==> config.mk <==
export PLATFORM = sky130hd
export DESIGN_NAME = demux2_stream_flat
export DESIGN_NICKNAME = d
export VERILOG_FILES = /design/src/rtl/demux2_pkg.sv /design/src/rtl/demux2_stream_if.sv /design/src/rtl/demux2_stream_out_slot.sv /design/src/rtl/demux2_stream.sv /design/src/flat_wrapper.sv
export SDC_FILE = /design/constraint.sdc
export NUM_CORES = 1
export LEC_CHECK = 0
export BUFFER_PORTS_ARGS = -buffer_cell sky130_fd_sc_hd__buf_4
export CAP_MARGIN = 10
export CORE_ASPECT_RATIO = 0.8
export CORE_UTILIZATION = 45
export CTS_CLUSTER_SIZE = 8
export DETAILED_ROUTE_END_ITERATION = 7
export PLACE_DENSITY = 0.79
export REMOVE_ABC_BUFFERS = 1
export SLEW_MARGIN = 40
export SYNTH_ARGS = -nofsm -noshare
export SYNTH_HDL_FRONTEND = slang
export SYNTH_SLANG_ARGS = --single-unit
==> constraint.sdc <==
create_clock -name clk -period 4.5 [get_ports clk]
set_clock_uncertainty 0.2 [all_clocks]
set_input_delay 0.45 -clock clk [delete_from_list [all_inputs] [get_ports clk]]
set_output_delay 0.45 -clock clk [all_outputs]
set_load 0.005 [all_outputs]
==> src/rtl/demux2_pkg.sv <==
// Shared types and default sizes for the 1:2 registered stream demultiplexer.
package demux2_pkg;

   typedef enum logic {
      DEST0 = 1'b0,
      DEST1 = 1'b1
   } dest_t;

   localparam int DEF_WIDTH = 8;
   localparam int DEF_CNT_W = 8;

endpackage : demux2_pkg

==> src/rtl/demux2_stream_if.sv <==
// Handshake bundle for demux2_stream: one input stream with a destination bit and two output streams.
interface demux2_stream_if #(
   parameter int WIDTH = demux2_pkg::DEF_WIDTH
) ();

   logic             in_valid;
   logic             in_ready;
   logic [WIDTH-1:0] in_data;
   logic             in_sel;

   logic             out0_valid;
   logic             out0_ready;
   logic [WIDTH-1:0] out0_data;

   logic             out1_valid;
   logic             out1_ready;
   logic [WIDTH-1:0] out1_data;

   // The source/consumer side drives words in and readies back.
   modport master (
      output in_valid, in_data, in_sel, out0_ready, out1_ready,
      input  in_ready, out0_valid, out0_data, out1_valid, out1_data
   );

   modport slave (
      input  in_valid, in_data, in_sel, out0_ready, out1_ready,
      output in_ready, out0_valid, out0_data, out1_valid, out1_data
   );

endinterface : demux2_stream_if

==> src/rtl/demux2_stream_out_slot.sv <==
// One-entry holding register for a single demux output: a word plus its full flag.
module out_slot
   import demux2_pkg::*;
#(
   parameter int WIDTH = DEF_WIDTH
) (
   input  logic             clk,
   input  logic             reset_n,
   input  logic             load,
   input  logic [WIDTH-1:0] load_data,
   input  logic             ready,
   output logic             valid,
   output logic [WIDTH-1:0] data
);

   logic             r_full;
   logic [WIDTH-1:0] r_data;

   // A load wins over a same-edge drain so the slot refills without a bubble.
   always_ff @(posedge clk or negedge reset_n) begin
      if (!reset_n) begin
         r_full <= 1'b0;
         r_data <= '0;
      end else if (load) begin
         r_full <= 1'b1;
         r_data <= load_data;
      end else if (r_full && ready) begin
         r_full <= 1'b0;
      end
   end

   assign valid = r_full;
   assign data  = r_data;

endmodule : out_slot

==> src/rtl/demux2_stream.sv <==
// 1:2 registered stream demultiplexer with per-output delivered-word counters.
module demux2_stream
   import demux2_pkg::*;
#(
   parameter int WIDTH = DEF_WIDTH,
   parameter int CNT_W = DEF_CNT_W
) (
   input  logic             clk,
   input  logic             reset_n,
   demux2_stream_if.slave   bus,
   input  logic             cnt_clr,
   output logic [CNT_W-1:0] cnt0,
   output logic [CNT_W-1:0] cnt1
);

   dest_t            w_sel;
   logic             w_valid0;
   logic             w_valid1;
   logic [WIDTH-1:0] w_data0;
   logic [WIDTH-1:0] w_data1;
   logic             w_selFull;
   logic             w_selReady;
   logic             w_inReady;
   logic             w_inXfer;
   logic             w_load0;
   logic             w_load1;
   logic             w_out0Xfer;
   logic             w_out1Xfer;
   logic [CNT_W-1:0] r_cnt0;
   logic [CNT_W-1:0] r_cnt1;

   // Readiness looks only at the selected slot, so a stalled output never blocks the other one.
   always_comb begin
      w_sel      = dest_t'(bus.in_sel);
      w_selFull  = (w_sel == DEST1) ? w_valid1 : w_valid0;
      w_selReady = (w_sel == DEST1) ? bus.out1_ready : bus.out0_ready;
      w_inReady  = !w_selFull || w_selReady;
      w_inXfer   = bus.in_valid && w_inReady;
      w_load0    = w_inXfer && (w_sel == DEST0);
      w_load1    = w_inXfer && (w_sel == DEST1);
      w_out0Xfer = w_valid0 && bus.out0_ready;
      w_out1Xfer = w_valid1 && bus.out1_ready;
   end

   out_slot #(.WIDTH(WIDTH)) u_slot0 (
      .clk       (clk),
      .reset_n   (reset_n),
      .load      (w_load0),
      .load_data (bus.in_data),
      .ready     (bus.out0_ready),
      .valid     (w_valid0),
      .data      (w_data0)
   );

   out_slot #(.WIDTH(WIDTH)) u_slot1 (
      .clk       (clk),
      .reset_n   (reset_n),
      .load      (w_load1),
      .load_data (bus.in_data),
      .ready     (bus.out1_ready),
      .valid     (w_valid1),
      .data      (w_data1)
   );

   // Clear outranks a same-edge increment; counters wrap freely.
   always_ff @(posedge clk or negedge reset_n) begin
      if (!reset_n) begin
         r_cnt0 <= '0;
         r_cnt1 <= '0;
      end else if (cnt_clr) begin
         r_cnt0 <= '0;
         r_cnt1 <= '0;
      end else begin
         if (w_out0Xfer) r_cnt0 <= r_cnt0 + CNT_W'(1);
         if (w_out1Xfer) r_cnt1 <= r_cnt1 + CNT_W'(1);
      end
   end

   assign bus.in_ready   = w_inReady;
   assign bus.out0_valid = w_valid0;
   assign bus.out0_data  = w_data0;
   assign bus.out1_valid = w_valid1;
   assign bus.out1_data  = w_data1;
   assign cnt0           = r_cnt0;
   assign cnt1           = r_cnt1;

endmodule : demux2_stream

==> src/flat_wrapper.sv <==
// flat-port wrapper written by rule: the top's interface ports become plain ports
module demux2_stream_flat import demux2_pkg::*;
#(
   parameter int WIDTH = DEF_WIDTH,
   parameter int CNT_W = DEF_CNT_W
)
  (clk, reset_n, cnt_clr, cnt0, cnt1, bus_in_valid, bus_in_data, bus_in_sel, bus_out0_ready, bus_out1_ready, bus_in_ready, bus_out0_valid, bus_out0_data, bus_out1_valid, bus_out1_data);
  demux2_stream_if #(.WIDTH(WIDTH)) bus_i ();
  input  logic clk;
  input  logic reset_n;
  input  logic cnt_clr;
  output logic [CNT_W-1:0] cnt0;
  output logic [CNT_W-1:0] cnt1;
  input wire logic [$bits(bus_i.in_valid)-1:0] bus_in_valid;
  input wire logic [$bits(bus_i.in_data)-1:0] bus_in_data;
  input wire logic [$bits(bus_i.in_sel)-1:0] bus_in_sel;
  input wire logic [$bits(bus_i.out0_ready)-1:0] bus_out0_ready;
  input wire logic [$bits(bus_i.out1_ready)-1:0] bus_out1_ready;
  output wire logic [$bits(bus_i.in_ready)-1:0] bus_in_ready;
  output wire logic [$bits(bus_i.out0_valid)-1:0] bus_out0_valid;
  output wire logic [$bits(bus_i.out0_data)-1:0] bus_out0_data;
  output wire logic [$bits(bus_i.out1_valid)-1:0] bus_out1_valid;
  output wire logic [$bits(bus_i.out1_data)-1:0] bus_out1_data;
  assign bus_i.in_valid = bus_in_valid;
  assign bus_i.in_data = bus_in_data;
  assign bus_i.in_sel = bus_in_sel;
  assign bus_i.out0_ready = bus_out0_ready;
  assign bus_i.out1_ready = bus_out1_ready;
  assign bus_in_ready = bus_i.in_ready;
  assign bus_out0_valid = bus_i.out0_valid;
  assign bus_out0_data = bus_i.out0_data;
  assign bus_out1_valid = bus_i.out1_valid;
  assign bus_out1_data = bus_i.out1_data;
  demux2_stream #(.WIDTH(WIDTH), .CNT_W(CNT_W)) u_core (.clk(clk), .reset_n(reset_n), .bus(bus_i), .cnt_clr(cnt_clr), .cnt0(cnt0), .cnt1(cnt1));
endmodule
==> results of run 1 <==
-- repair_timing --
| action | 4_1_cts | 5_1_grt |
|---|---|---|
| resized for setup | 0 | 0 |
| endpoints found under the hold margin | 34 | 0 |
| hold buffers | 1 | 0 |
-- kinds of logic after synthesis --
family                   Yosys count  share of synthesized area, %
AO/OA/AOI/OAI                     22                         8.055
multiplexers                      17                         13.11
XOR/XNOR                           4                         2.400
buffers and inverters              6                         1.628
adder cells (fa/ha/maj)            2                         1.714
flip-flops                        34                         58.27
AND/OR/NAND/NOR                   38                         14.82
-- worst paths after layout --
path / slack, ns / to / cells past startpoint
worst max-delay path: 2.57 / bus_in_ready / 3
worst min-delay path: 0.21 / u_core.u_slot0.data[5]$_DFFE_PN0P_ / 2
worst max register to register: 2.63 / u_core.u_slot1.data[5]$_DFFE_PN0P_ / 3
worst min register to register: 0.31 / u_core.u_slot0.data[4]$_DFFE_PN0P_ / 1
max in group asynchronous: 3.34 / u_core.u_slot1.data[1]$_DFFE_PN0P_ / 2
min in group asynchronous: 0.45 / u_core.cnt1[5]$_DFFE_PN0P_ / 2
-- routing by layer --
layer,vias up,GRT usage (%)
met1,543,22.18
met5,-,0
met3,0,7.759
li1,555,-
met4,0,5.435
met2,42,35.03
-- synth_stat cells --
library cell | number | area [um^2]
nand3b_2 | 1 | 11.26
o31ai_1 | 3 | 22.52
or3_2 | 2 | 15.01
nand2_1 | 8 | 30.03
nand3_1 | 7 | 35.03
xor2_1 | 3 | 26.28
dfrtp_1 | 34 | 850.8
ha_1 | 2 | 25.02
or3_1 | 5 | 31.28
or4_1 | 3 | 22.52
o21ai_0 | 7 | 35.03
nor2b_1 | 1 | 6.260
nand2_2 | 1 | 6.260
nor2_1 | 4 | 15.01
clkbuf_1 | 2 | 7.510
nand4_2 | 1 | 12.51
mux2_2 | 17 | 191.4
buf_2 | 1 | 5.000
a21oi_1 | 12 | 60.06
xnor2_1 | 1 | 8.760
nand2b_1 | 2 | 12.51
inv_1 | 3 | 11.26
nand4_1 | 3 | 18.77
-- sequential cells by signal, summed over array words and instances (netlist names) --
name / flops
u_core.u_slot1.data: 8
u_core.u_slot1.valid: 1
u_core.cnt0: 8
u_core.cnt1: 8
u_core.u_slot0.valid: 1
u_core.u_slot0.data: 8
-- cell type report --
class | instances | area (um^2)
multi-input combinational | 83 | 585.6
timing repair buffer | 50 | 377.9
tap | 40 | 50.05
clock buffer | 7 | 76.32
inverter | 3 | 11.26
fill | 268 | 1134
sequential | 34 | 850.8
-- worst max-delay path, stage by stage, from the launching register on --
cell and delay, ns:
dfrtp_1 0.45, nand2b_1 0.14, mux2_2 0.29, buf_4 0.14
-- power by group --
part | switching, W | internal [W]
Sequential | 0.0000209 | 0.000336
Combinational | 0.0000419 | 0.0000709
Clock | 0.0000972 | 0.000106
-- metrics by stage --
stage	util, %	instances	total power (W)	instance area, um^2	hold WS (ns)
global placement	60.46	209	0.0004707	1866	0.2122
floorplan	-	120	0.0003988	1448	-0.04559
finish	63.26	217	0.0006734	1952	0.2143
global route	63.26	217	0.0007071	1952	0.2101
detailed placement	60.46	209	0.0004760	1866	0.2216
CTS	63.26	217	0.0006839	1952	0.2052
==> results_dict.tcl, run 1 <==
set metrics [dict create \
    ant_nets 0 \
    fp.dieW_um 65.69 \
    die_y_um 52.95 \
    cp-end-kind "output port" \
    cts_sinks 34 \
    setup_tns_ns 0 \
    slew_violations 0 \
    initial_core_util_pct 47.32 \
    max-cap-violations 0 \
    fmax_ghz 0.5170 \
    port_buffers 49 \
    wl_met1_um 1313 \
    crit_fanout 6 \
    setup_violations 0 \
    cts_buffer_depth 2 \
    grt_pass1_wl_um 4968 \
    dp_slack_ns 2.476 \
    wl_met2_um 1528 \
    topRoutingLayerUsed "met3" \
    h-tree-depth 2 \
    post-route-period-util_pct 42.99 \
    routedWlPerCell_um 14.20 \
    cts_made_buffers 5 \
    arrival_ns 1.28 \
    post-route-min-period_ns 1.934 \
    yosys_warnings 0 \
    io_pins 50 \
    worst_pin_slew_ns 0.6831 \
    slew_headroom_pct 54.36 \
    crit_type "reg -> out" \
    wl_um 3082 \
    gp_congestion 0.6747 \
    vias 1140 \
    dr.pass1.iters 5 \
    grt_antenna_before_repair 0 \
    worst_slack_ns 2.566 \
    synth_seq_cells 34 \
    hold_viol 0 \
    power.density_nw_per_um2 345.0 \
    drt_iter0_drc 49 \
    p_leak_nw 0.8958 \
    cp-startpoint "u_core.u_slot0.valid$_DFFE_PN0P_" \
    layout-drive-gt1-share_pct 42.94 \
    syn_to_final_growth_pct 33.68 \
    worstHoldStart "bus_in_data[5]" \
    synth_area_per_cell_um2 11.87 \
    core-area_um2 3085 \
    outcome "completed" \
    dp_hpwl_um 2279 \
    first_global_vias 1124 \
    yosysUniqueCellTypes 23 \
    synth_area_um2 1460 \
    crit-reg2reg-launch "u_core.u_slot1.valid$_DFFE_PN0P_" \
    num_rows 18 \
    track_usage_pct 19.80 \
    grt_start_max_net_pins 35 \
    ys_seq_area_share_pct 58.27 \
    cp.required_ns 3.85 \
    clk_latency_ns 0.27 \
    syn_inst 123 \
    post_cts_buffers 0 \
    rsz0062_at_grt "false" \
    final_common_cell "buf_4" \
    final_nets 194 \
    dieArea_um2 3478 \
    start_kind "flip-flop" \
    final_cell_mix "49 x buf_4, 34 x dfrtp_1, 17 x mux2_2, 12 x a21oi_1, 8 x nand2_1" \
    met3WireLength_um 240 \
    cts_tree "built" \
    route.detailed.drc 0 \
    cts.reportedPaths.clkPinSlew_ns 0.06 \
    vias_per_cell 5.253 \
    antenna_cells 0 \
    overflow 0 \
    hold_class "in -> reg" \
    vdd_drop_max_mv 0.2513 \
    cts_root_buf "clkbuf_8" \
]
Note: power is estimated with default switching activity, not from simulation.
==> inputs of run 2 (changes only) <==
Settings changed: ABC_AREA set to 1, PLACE_DENSITY 0.79 to 0.77.
Clock period 4.5 ns to 2 ns, I/O delays scaled along.
==> run 2 against run 1 <==
Global-route usage shrank 1.7 points; non-clock buffer count grew 9; die area grew 11%; largest cell class unchanged; critical path type unchanged; synthesized cell count grew 45%.
==> results_dict.tcl, run 2 <==
set metrics [dict create \
    cp-end-kind "output port" \
    syn_to_final_growth_pct 35.13 \
    synth_seq_cells 34 \
    vdd_drop_max_mv 0.5307 \
    crit_fanout 3 \
    cts_tree "built" \
    max-cap-violations 0 \
    cts_sinks 34 \
    fillers 296 \
    worst_pin_slew_ns 0.4302 \
    wl_um 3159 \
    cp-startpoint "u_core.u_slot0.valid$_DFFE_PN0P_" \
    top_usage_layer "met2" \
    routedWlPerCell_um 11.16 \
    initial_core_util_pct 47.22 \
    io_pins 50 \
    rsz0062_at_grt "false" \
    power_w 0.001562 \
    die_y_um 55.80 \
    dp_hpwl_um 2192 \
    gp_congestion 0.7887 \
    use_met2_pct 26.63 \
    route.detailed.drc 0 \
    h-tree-depth 2 \
    dr.pass1.iters 4 \
    yosysUniqueCellTypes 23 \
    yosysMostFrequentCell "nand2_1" \
    arrival_ns 1.12 \
    setup_tns_ns 0 \
    synthTopCellsByArea "dfrtp_1 52%, nand2_1 9.7%, o21ai_2 8.6%, inv_1 6.0%, nor2_1 4.4%" \
    cts_buffer_depth 2 \
    yosysTopAreaCell "dfrtp_1" \
    use_met3_pct 8.333 \
    vias_per_cell 4.618 \
    power.density_nw_per_um2 710.1 \
    crit_type "reg -> out" \
    yosys_warnings 0 \
    final_cell_mix "49 x buf_4, 42 x nand2_1, 34 x dfrtp_1, 26 x inv_1, 19 x nor2_1" \
    synth_ff_type "dfrtp_1" \
    first_global_vias 1189 \
    final_common_cell "buf_4" \
    post-route-min-period_ns 1.517 \
    ant_nets 0 \
    hold_viol 0 \
    drt_iter0_drc 72 \
    vias 1307 \
    cp.required_ns 1.60 \
    slew_headroom_pct 71.32 \
    dieArea_um2 3864 \
    syn_inst 178 \
    overflow 0 \
    design_area_um2 2200 \
    synth-edff-count 0 \
    netlist.area_leader.share_pct 52.27 \
    cts_root_buf "clkbuf_8" \
    start_kind "flip-flop" \
    gr-usage-met1_pct 22.78 \
    port_buffers 49 \
    layout-drive-gt1-share_pct 36.51 \
    slew_violations 0 \
    synthTopCellsByCount "42 x nand2_1, 34 x dfrtp_1, 26 x inv_1, 19 x nor2_1, 16 x o21ai_2" \
    final_nets 258 \
    clk_latency_ns 0.28 \
    grt_start_max_net_pins 35 \
    multi_input_area_um2 648.1 \
    grt_antenna_before_repair 0 \
    cts.reportedPaths.clkPinSlew_ns 0.07 \
    p_leak_nw 1.145 \
    post-route-period-util_pct 75.84 \
    synth_area_per_cell_um2 9.145 \
    regArea_um2 850.8 \
    fp.dieW_um 69.25 \
    worstHoldStart "bus_out1_ready" \
    ys_seq_area_share_pct 52.27 \
    fmax_ghz 0.6593 \
    grt_pass1_wl_um 5292 \
    hold_class "in -> reg" \
    core-area_um2 3447 \
    antenna_cells 0 \
    post_cts_buffers 0 \
    crit-reg2reg-launch "u_core.u_slot0.valid$_DFFE_PN0P_" \
    synth-async-reset-ratio_pct 100.0 \
    cts_made_buffers 5 \
    track_usage_pct 18.06 \
    cts_resized 0 \
    num_rows 19 \
    setup_violations 0 \
    outcome "completed" \
    synth_area_um2 1628 \
    placedInstanceArea_um2 2021 \
]
run 2: stage by stage:
stage	utilization (%)	std cells	hold slack [ns]	worst slack (ns)
final	63.81	283	0.02033	0.4833
after global routing	63.81	283	0.04011	0.4251
after CTS	63.81	283	0.01287	0.4655
after global placement	58.62	266	-0.03157	0.6662
after detailed placement	58.62	266	-0.02939	0.6441
after floorplan	-	175	-0.2956	0.7175
run 2: kinds of logic (layout without fill, tap and decap cells):
family	count (synthesis)	after routing	share of synthesized area (%)
buffers and inverters	30	93	7.916
flip-flops	34	34	52.27
AND/OR/NAND/NOR	80	80	24.29
XOR/XNOR	1	1	0.5381
adder cells (fa/ha/maj)	2	2	1.537
AO/OA/AOI/OAI	31	31	13.45
run 2: timing repair:
action                     in CTS  in global routing
hold endpoints to repair       51                  0
setup endpoints to repair       0                  0
hold buffers                   10                  0
run 2: layout make-up:
type                            instances  share of cell area [%]
Multi-Input combinational cell        114                   29.47
Sequential cell                        34                   38.68
Inverter                               27                   4.607
Clock inverter                          2                  0.4551
Clock buffer                            5                   3.129
Tap cell                               42                   2.389
Timing Repair Buffer                   59                   21.27
run 2: power by group:
| part | internal, W | switching, W | total, W |
|---|---|---|---|
| Combinational | 0.000157 | 0.000137 | 0.000294 |
| Sequential | 0.000750 | 0.0000407 | 0.000791 |
| Clock | 0.000233 | 0.000244 | 0.000477 |
run 2: worst max-delay path, stage by stage, from the launching register on:
cell and delay [ns]:
dfrtp_1 0.41, nand2_1 0.18, nand2_1 0.07, nand2_1 0.08, buf_4 0.10
run 2: routing by layer:
layer | vias up | share of wire, %
li1 | 680 | -
met1 | 594 | 49
met4 | 0 | 0.85
met5 | - | 0
met2 | 31 | 45
met3 | 2 | 5.3
run 2: worst paths after layout:
check | end | slack, ns | depth (start not counted)
hold / removal | u_core.u_slot1.valid$_DFFE_PN0P_ | 0.02 | 4
max in group asynchronous | u_core.u_slot1.data[0]$_DFFE_PN0P_ | 1.09 | 2
setup / recovery | bus_in_ready | 0.48 | 4
setup reg to reg | u_core.u_slot0.data[5]$_DFFE_PN0P_ | 0.64 | 4
min in group asynchronous | u_core.u_slot1.data[1]$_DFFE_PN0P_ | 0.20 | 2
hold reg to reg | u_core.u_slot0.data[3]$_DFFE_PN0P_ | 0.29 | 2
